**config.mk**
```make
export PLATFORM = sky130hd
export DESIGN_NAME = cam_capture_binarize_flat
export DESIGN_NICKNAME = d
export VERILOG_FILES = /design/src/rtl/cam_capture_binarize_pkg.sv /design/src/rtl/cam_capture_binarize_if.sv /design/src/rtl/cam_capture_binarize_input_sync.sv /design/src/rtl/cam_capture_binarize.sv /design/src/flat_wrapper.sv
export SDC_FILE = /design/constraint.sdc
export NUM_CORES = 1
export LEC_CHECK = 0
export ABC_AREA = 1
export CELL_PAD_IN_SITES_DETAIL_PLACEMENT = 0
export CELL_PAD_IN_SITES_GLOBAL_PLACEMENT = 1
export CORE_AREA = 2 2 89 91
export DETAILED_ROUTE_END_ITERATION = 16
export DIE_AREA = 0 0 91 93
export PLACE_DENSITY_LB_ADDON = 0.1
export SYNTH_ARGS = -nofsm -noshare
export SYNTH_HDL_FRONTEND = slang
export SYNTH_SLANG_ARGS = --single-unit
```
**constraint.sdc**
```tcl
create_clock -name clk -period 1.8 [get_ports clk]
set_input_delay 0.27 -clock clk [delete_from_list [all_inputs] [get_ports clk]]
set_output_delay 0.27 -clock clk [all_outputs]
set_load 0.005 [all_outputs]
```
**src/rtl/cam_capture_binarize_pkg.sv**
```systemverilog
// Shared frame geometry and FSM state type for the camera capture/binarize slice.
package cam_pkg;
  localparam int unsigned FRAME_W   = 160;
  localparam int unsigned FRAME_H   = 120;
  localparam int unsigned FRAME_PIX = FRAME_W * FRAME_H;
  localparam int unsigned ADDR_W    = 17;

  typedef enum logic [1:0] {SYNC, VBLANK, CAPTURE} cam_state_t;
endpackage

```
**src/rtl/cam_capture_binarize_if.sv**
```systemverilog
// Pixel write bus from the capture stage into the 1-bit ping-pong frame buffer.
interface cam_capture_binarize_if #(
  parameter int unsigned ADDR_W = cam_pkg::ADDR_W
);
  logic [ADDR_W-1:0] cam_wr_addr;
  logic              cam_wr_data;
  logic              cam_wr_en;
  logic              cam_frame_done;
  logic              frame_err;

  modport master (output cam_wr_addr, cam_wr_data, cam_wr_en, cam_frame_done, frame_err);
  modport slave  (input  cam_wr_addr, cam_wr_data, cam_wr_en, cam_frame_done, frame_err);
endinterface

```
**src/rtl/cam_capture_binarize_input_sync.sv**
```systemverilog
// Resynchronises the asynchronous camera bus into clk and detects pclk/vsync edges.
module cam_input_sync
  import cam_pkg::*;
#(
  parameter int unsigned SYNC_STG = 2
) (
  input  logic       clk,
  input  logic       nreset,
  input  logic       pclk,
  input  logic       vsync,
  input  logic       href,
  input  logic [7:0] d,
  output logic [7:0] d_sync,
  output logic       href_sync,
  output logic       pclk_rise,
  output logic       vsync_rise,
  output logic       vsync_fall
);
  // bit 10 pclk, bit 9 vsync, bit 8 href, bits 7:0 data
  logic [10:0] stg [SYNC_STG];
  logic        pclk_q;
  logic        vsync_q;

  always_ff @(posedge clk or negedge nreset) begin
    if (!nreset) begin
      for (int unsigned i = 0; i < SYNC_STG; i++) stg[i] <= '0;
      pclk_q  <= 1'b0;
      vsync_q <= 1'b0;
    end else begin
      stg[0] <= {pclk, vsync, href, d};
      for (int unsigned i = 1; i < SYNC_STG; i++) stg[i] <= stg[i-1];
      pclk_q  <= stg[SYNC_STG-1][10];
      vsync_q <= stg[SYNC_STG-1][9];
    end
  end

  assign d_sync     = stg[SYNC_STG-1][7:0];
  assign href_sync  = stg[SYNC_STG-1][8];
  assign pclk_rise  =  stg[SYNC_STG-1][10] & ~pclk_q;
  assign vsync_rise =  stg[SYNC_STG-1][9]  & ~vsync_q;
  assign vsync_fall = ~stg[SYNC_STG-1][9]  &  vsync_q;
endmodule

```
**src/rtl/cam_capture_binarize.sv**
```systemverilog
// OV7670 YUV422 capture: keeps luma bytes, thresholds them to 1 bit and emits pixel writes.
module cam_capture_binarize
  import cam_pkg::*;
#(
  parameter int unsigned FRAME_W  = cam_pkg::FRAME_W,
  parameter int unsigned FRAME_H  = cam_pkg::FRAME_H,
  parameter int unsigned ADDR_W   = cam_pkg::ADDR_W,
  parameter int unsigned SYNC_STG = 2
) (
  input  logic                          clk,
  input  logic                          nreset,
  input  logic                          cam_pclk,
  input  logic                          cam_vsync,
  input  logic                          cam_href,
  input  logic [7:0]                    cam_d,
  input  logic                          capture_en,
  input  logic [7:0]                    threshold,
  cam_capture_binarize_if.master        wr
);
  localparam logic [ADDR_W-1:0] PIX = ADDR_W'(FRAME_W * FRAME_H);

  logic [7:0]        d_sync;
  logic              href_sync;
  logic              pclk_rise;
  logic              vsync_rise;
  logic              vsync_fall;
  cam_state_t        state;
  logic              phase;
  logic [ADDR_W-1:0] cnt;

  cam_input_sync #(.SYNC_STG(SYNC_STG)) u_sync (
    .clk        (clk),
    .nreset     (nreset),
    .pclk       (cam_pclk),
    .vsync      (cam_vsync),
    .href       (cam_href),
    .d          (cam_d),
    .d_sync     (d_sync),
    .href_sync  (href_sync),
    .pclk_rise  (pclk_rise),
    .vsync_rise (vsync_rise),
    .vsync_fall (vsync_fall)
  );

  always_ff @(posedge clk or negedge nreset) begin
    if (!nreset) begin
      state             <= SYNC;
      phase             <= 1'b0;
      cnt               <= '0;
      wr.cam_wr_addr    <= '0;
      wr.cam_wr_data    <= 1'b0;
      wr.cam_wr_en      <= 1'b0;
      wr.cam_frame_done <= 1'b0;
      wr.frame_err      <= 1'b0;
    end else begin
      wr.cam_wr_en      <= 1'b0;
      wr.cam_frame_done <= 1'b0;
      wr.frame_err      <= 1'b0;
      case (state)
        SYNC: if (vsync_rise) state <= VBLANK;
        VBLANK: begin
          if (vsync_fall && capture_en) begin
            state <= CAPTURE;
            cnt   <= '0;
          end
        end
        CAPTURE: begin
          // Frame-end check takes priority; a coincident pixel is dropped.
          if (vsync_rise) begin
            state <= VBLANK;
            if (cnt == PIX) wr.cam_frame_done <= 1'b1;
            else            wr.frame_err      <= 1'b1;
          end else if (pclk_rise && href_sync) begin
            phase <= ~phase;
            if (!phase && cnt < PIX) begin
              wr.cam_wr_en   <= 1'b1;
              wr.cam_wr_data <= (d_sync >= threshold);
              wr.cam_wr_addr <= cnt;
              cnt            <= cnt + 1'b1;
            end
          end
        end
        default: state <= SYNC;
      endcase
      if (!href_sync || state != CAPTURE) phase <= 1'b0;
    end
  end
endmodule
```
**src/flat_wrapper.sv**
```systemverilog
// flat-port wrapper written by rule: the top's interface ports become plain ports
module cam_capture_binarize_flat import cam_pkg::*;
#(
  parameter int unsigned FRAME_W  = cam_pkg::FRAME_W,
  parameter int unsigned FRAME_H  = cam_pkg::FRAME_H,
  parameter int unsigned ADDR_W   = cam_pkg::ADDR_W,
  parameter int unsigned SYNC_STG = 2
)
  (clk, nreset, cam_pclk, cam_vsync, cam_href, cam_d, capture_en, threshold, wr_cam_wr_addr, wr_cam_wr_data, wr_cam_wr_en, wr_cam_frame_done, wr_frame_err);
  cam_capture_binarize_if #(.ADDR_W(ADDR_W)) wr_i ();
  input  logic clk;
  input  logic nreset;
  input  logic cam_pclk;
  input  logic cam_vsync;
  input  logic cam_href;
  input  logic [7:0] cam_d;
  input  logic capture_en;
  input  logic [7:0] threshold;
  output wire logic [$bits(wr_i.cam_wr_addr)-1:0] wr_cam_wr_addr;
  output wire logic [$bits(wr_i.cam_wr_data)-1:0] wr_cam_wr_data;
  output wire logic [$bits(wr_i.cam_wr_en)-1:0] wr_cam_wr_en;
  output wire logic [$bits(wr_i.cam_frame_done)-1:0] wr_cam_frame_done;
  output wire logic [$bits(wr_i.frame_err)-1:0] wr_frame_err;
  assign wr_cam_wr_addr = wr_i.cam_wr_addr;
  assign wr_cam_wr_data = wr_i.cam_wr_data;
  assign wr_cam_wr_en = wr_i.cam_wr_en;
  assign wr_cam_frame_done = wr_i.cam_frame_done;
  assign wr_frame_err = wr_i.frame_err;
  cam_capture_binarize #(.FRAME_W(FRAME_W), .FRAME_H(FRAME_H), .ADDR_W(ADDR_W), .SYNC_STG(SYNC_STG)) u_core (.clk(clk), .nreset(nreset), .cam_pclk(cam_pclk), .cam_vsync(cam_vsync), .cam_href(cam_href), .cam_d(cam_d), .capture_en(capture_en), .threshold(threshold), .wr(wr_i));
endmodule
```
==> metrics <==
top-count cell post-synth=nand2_1; switching power=1.05 mW; Clock Skew=0.00913 ns; I/O pins=43; Seq cells post-synth=65; total grt overflow=0; peak supply drop=0.541 mV; post-layout net count=427; async set-reset flop share out of synthesis=100%; Antenna Nets Post-Route=0; Num CTS Buffers=9; register area share after synthesis=53.8%; hold slack=0.350 ns; Tot Pwr=3.62 mW; vias in the first global route=2212; Clock Sinks=65; final std cells w/o fill=502; die width=91 microns; grt met3 use=3.87%; element type at the critical path end=flop; clock root buffer master=clkbuf_8; CP max stage cell=dfrtp_1; Clock power frac=38.6%; vias=2281; fmax=625 MHz; area leader, netlist=dfrtp_1; DRT Wirelength=6.25 mm; clock-pin slew on the worst setup and hold paths=0.08 ns; IO Port Bufs=42; post-DP HPWL=4.42 mm; placer congestion estimate=0.836; FP Rows=32; DR iter-0 viols=97; crit path launch type=flop; largest net degree at the start of global routing=48; H-tree levels=3; Lkg Pwr=1.78 nW; Critical Path Source=u_core.cnt[0]; RSZ-0062 raised after global routing=no; DP Cell Count=485; initial antenna violation count=0; area of the die=8460 sq um; slew margin rel.=66.8%; routed vias/inst=4.54; most used routing layer=met2; switching fraction of total power=29.1%; clock latency on the worst-skew pair=0.34 ns; Max stage delay on crit path=0.43 ns; hold crit path type=flop to flop; gr usage total=16.3%; critical path peak fanout=5; most used cell, CP=nand2_1; wire length per cell=12.4 microns; Fin. Hold Viols=0; CP Cell Sequence=ha_1 -> nand2_1 -> nor2_1 -> nand2_1 -> nand2_1 -> nand2_1 -> nor2_1 -> nand3_1 -> nand2_1; Post-Syn Nets=374; Initial Util=40.2%; Seq pwr share=43.3%; synth-to-layout area growth=26.0%; Critical Path AT=1.89 ns; n_diodes=0; Mapped Cells=342; Place WS=0.105 ns; drt pass-1 iters=4; Avg Cell Area, Syn=8.84 sq um; first-pass GRT wire length=10.6 mm; PD cells=951 nW/um^2; layout cells sized above 1=13.0%; Final WS setup=0.199 ns; Critical Path Sink=u_core.cnt[10]; crit share post-route=88.9%; Post-CTS Setup Bufs=0; Gate power share=18.1%; Setup CP Type=flop to flop; cell count of the worst hold path=0; Die Span Y=93 microns; CTS tree=yes; synth cell count leaders=nand2_1 (97), dfrtp_1 (65), nor2_1 (39); hold-fix buffers at CTS=1; worst r2r src=u_core.cnt[0]; core area=7530 sq um; GR Layer Usage met1=22.7%; Most used DFF post-synth=dfrtp_1; Pins Over Slew Limit=0; placed cell area=3580 sq um; Synth top area share=53.8%; yosys warns=0; reg2reg end=u_core.cnt[10]; CTS resizes=0; worst reg2reg path depth=9; Yosys cell types=30; Finished Cell Area=3810 sq um; Final Setup Violations=0; Critical Path RT=2.09 ns; Worst Tran Pin Value=0.498 ns; status=finished, final reports clean; Bufs on Longest Clock Path=2; Final Core Density=50.6%; DRC viols=0; cell area after synthesis=3020 sq um; internal power=2.57 mW; met2 usage=23.8%; Synth area leaders=dfrtp_1 (54%), nand2_1 (12%), nor2_1 (4.8%), nand3_1 (4.8%), inv_1 (4.2%); Post-synth EDFFs=0; setup tns final=0 ns; R2R setup slack=0.20 ns; clock period minus worst slack=1.60 ns; max-cap violations=0
## final cells by class
type	instances	area, sq um
fillers	753	3720
flip-flops and latches	65	1630
multi-input cells	231	1190
clock buffers	12	145
clock inverters	4	76.3
inverters	39	149
repair buffers	49	495
well taps	102	128
## flip-flops by register name, indices dropped and copies added, names as in the netlist
signal                    flops
u_core.cnt                   17
u_core.wr.cam_wr_addr        17
u_core.u_sync.stg            13
u_core.u_sync.d_sync          8
u_core.state                  2
u_core.phase                  1
u_core.u_sync.href_sync       1
u_core.u_sync.pclk_q          1
u_core.u_sync.vsync_q         1
u_core.wr.cam_frame_done      1
u_core.wr.cam_wr_data         1
u_core.wr.cam_wr_en           1
u_core.wr.frame_err           1
## worst max-delay path: cells and delay by family, from the launching register on
| family | cells | cell delay (ns) |
|---|---|---|
| fa+ha+maj | 1 | 0.19 |
| simple gates | 8 | 0.92 |
| flops | 1 | 0.43 |
## cells by family (layout without fill, tap and decap cells)
logic type | Yosys count | after routing | share of synthesized area, %
AOI/OAI and AO/OA | 24 | 24 | 5.38
DFF | 65 | 65 | 53.8
adders and majority gates | 10 | 10 | 4.14
and+or+nand+nor | 193 | 193 | 28.7
xor gates and xnor gates | 4 | 4 | 1.16
buffers and inverters | 46 | 104 | 6.83
## power by group through the flow
stage / Sequential (mW) / Combinational [mW] / Clock [mW]
6_report: 1.57 / 0.654 / 1.40
5_1_grt: 1.58 / 0.723 / 1.50
4_1_cts: 1.57 / 0.676 / 1.43
3_5_place_dp: 1.60 / 0.673 / 0
3_3_place_gp: 1.59 / 0.667 / 0
2_1_floorplan: 1.59 / 0.425 / 0
## placed cells by master (no fill, tap or decap), types with 6 or more instances in the layout
cell type / count
nand2_2: 7
o21ai_0: 6
a21oi_1: 6
o21ai_2: 10
ha_1: 10
nand4_1: 8
clkdlybuf4s50_1: 41
nand2_1: 97
inv_1: 34
dfrtp_1: 65
nor2_1: 39
nand3_1: 29
clkbuf_8: 10
## layer usage
metal  vias up  part of all wire (%)
met5         -                     0
met4         0                   1.6
met3        12                   3.8
met2        44                    43
met1      1030                    52
li1       1195                     -
## worst min path at each step
stage | start | to | slack [ns]
6_report | u_core.u_sync.stg[16] | u_core.u_sync.d_sync[5] | 0.35
5_1_grt | cam_d[0] | u_core.u_sync.stg[11] | 0.35
4_1_cts | cam_d[6] | u_core.u_sync.stg[17] | 0.34
3_5_place_dp | nreset | u_core.u_sync.stg[21] | 0.25
3_3_place_gp | nreset | u_core.u_sync.stg[21] | 0.25
2_1_floorplan | nreset | u_core.cnt[0] | -0.03
No activity file was read; power rests on OpenSTA's default activity.
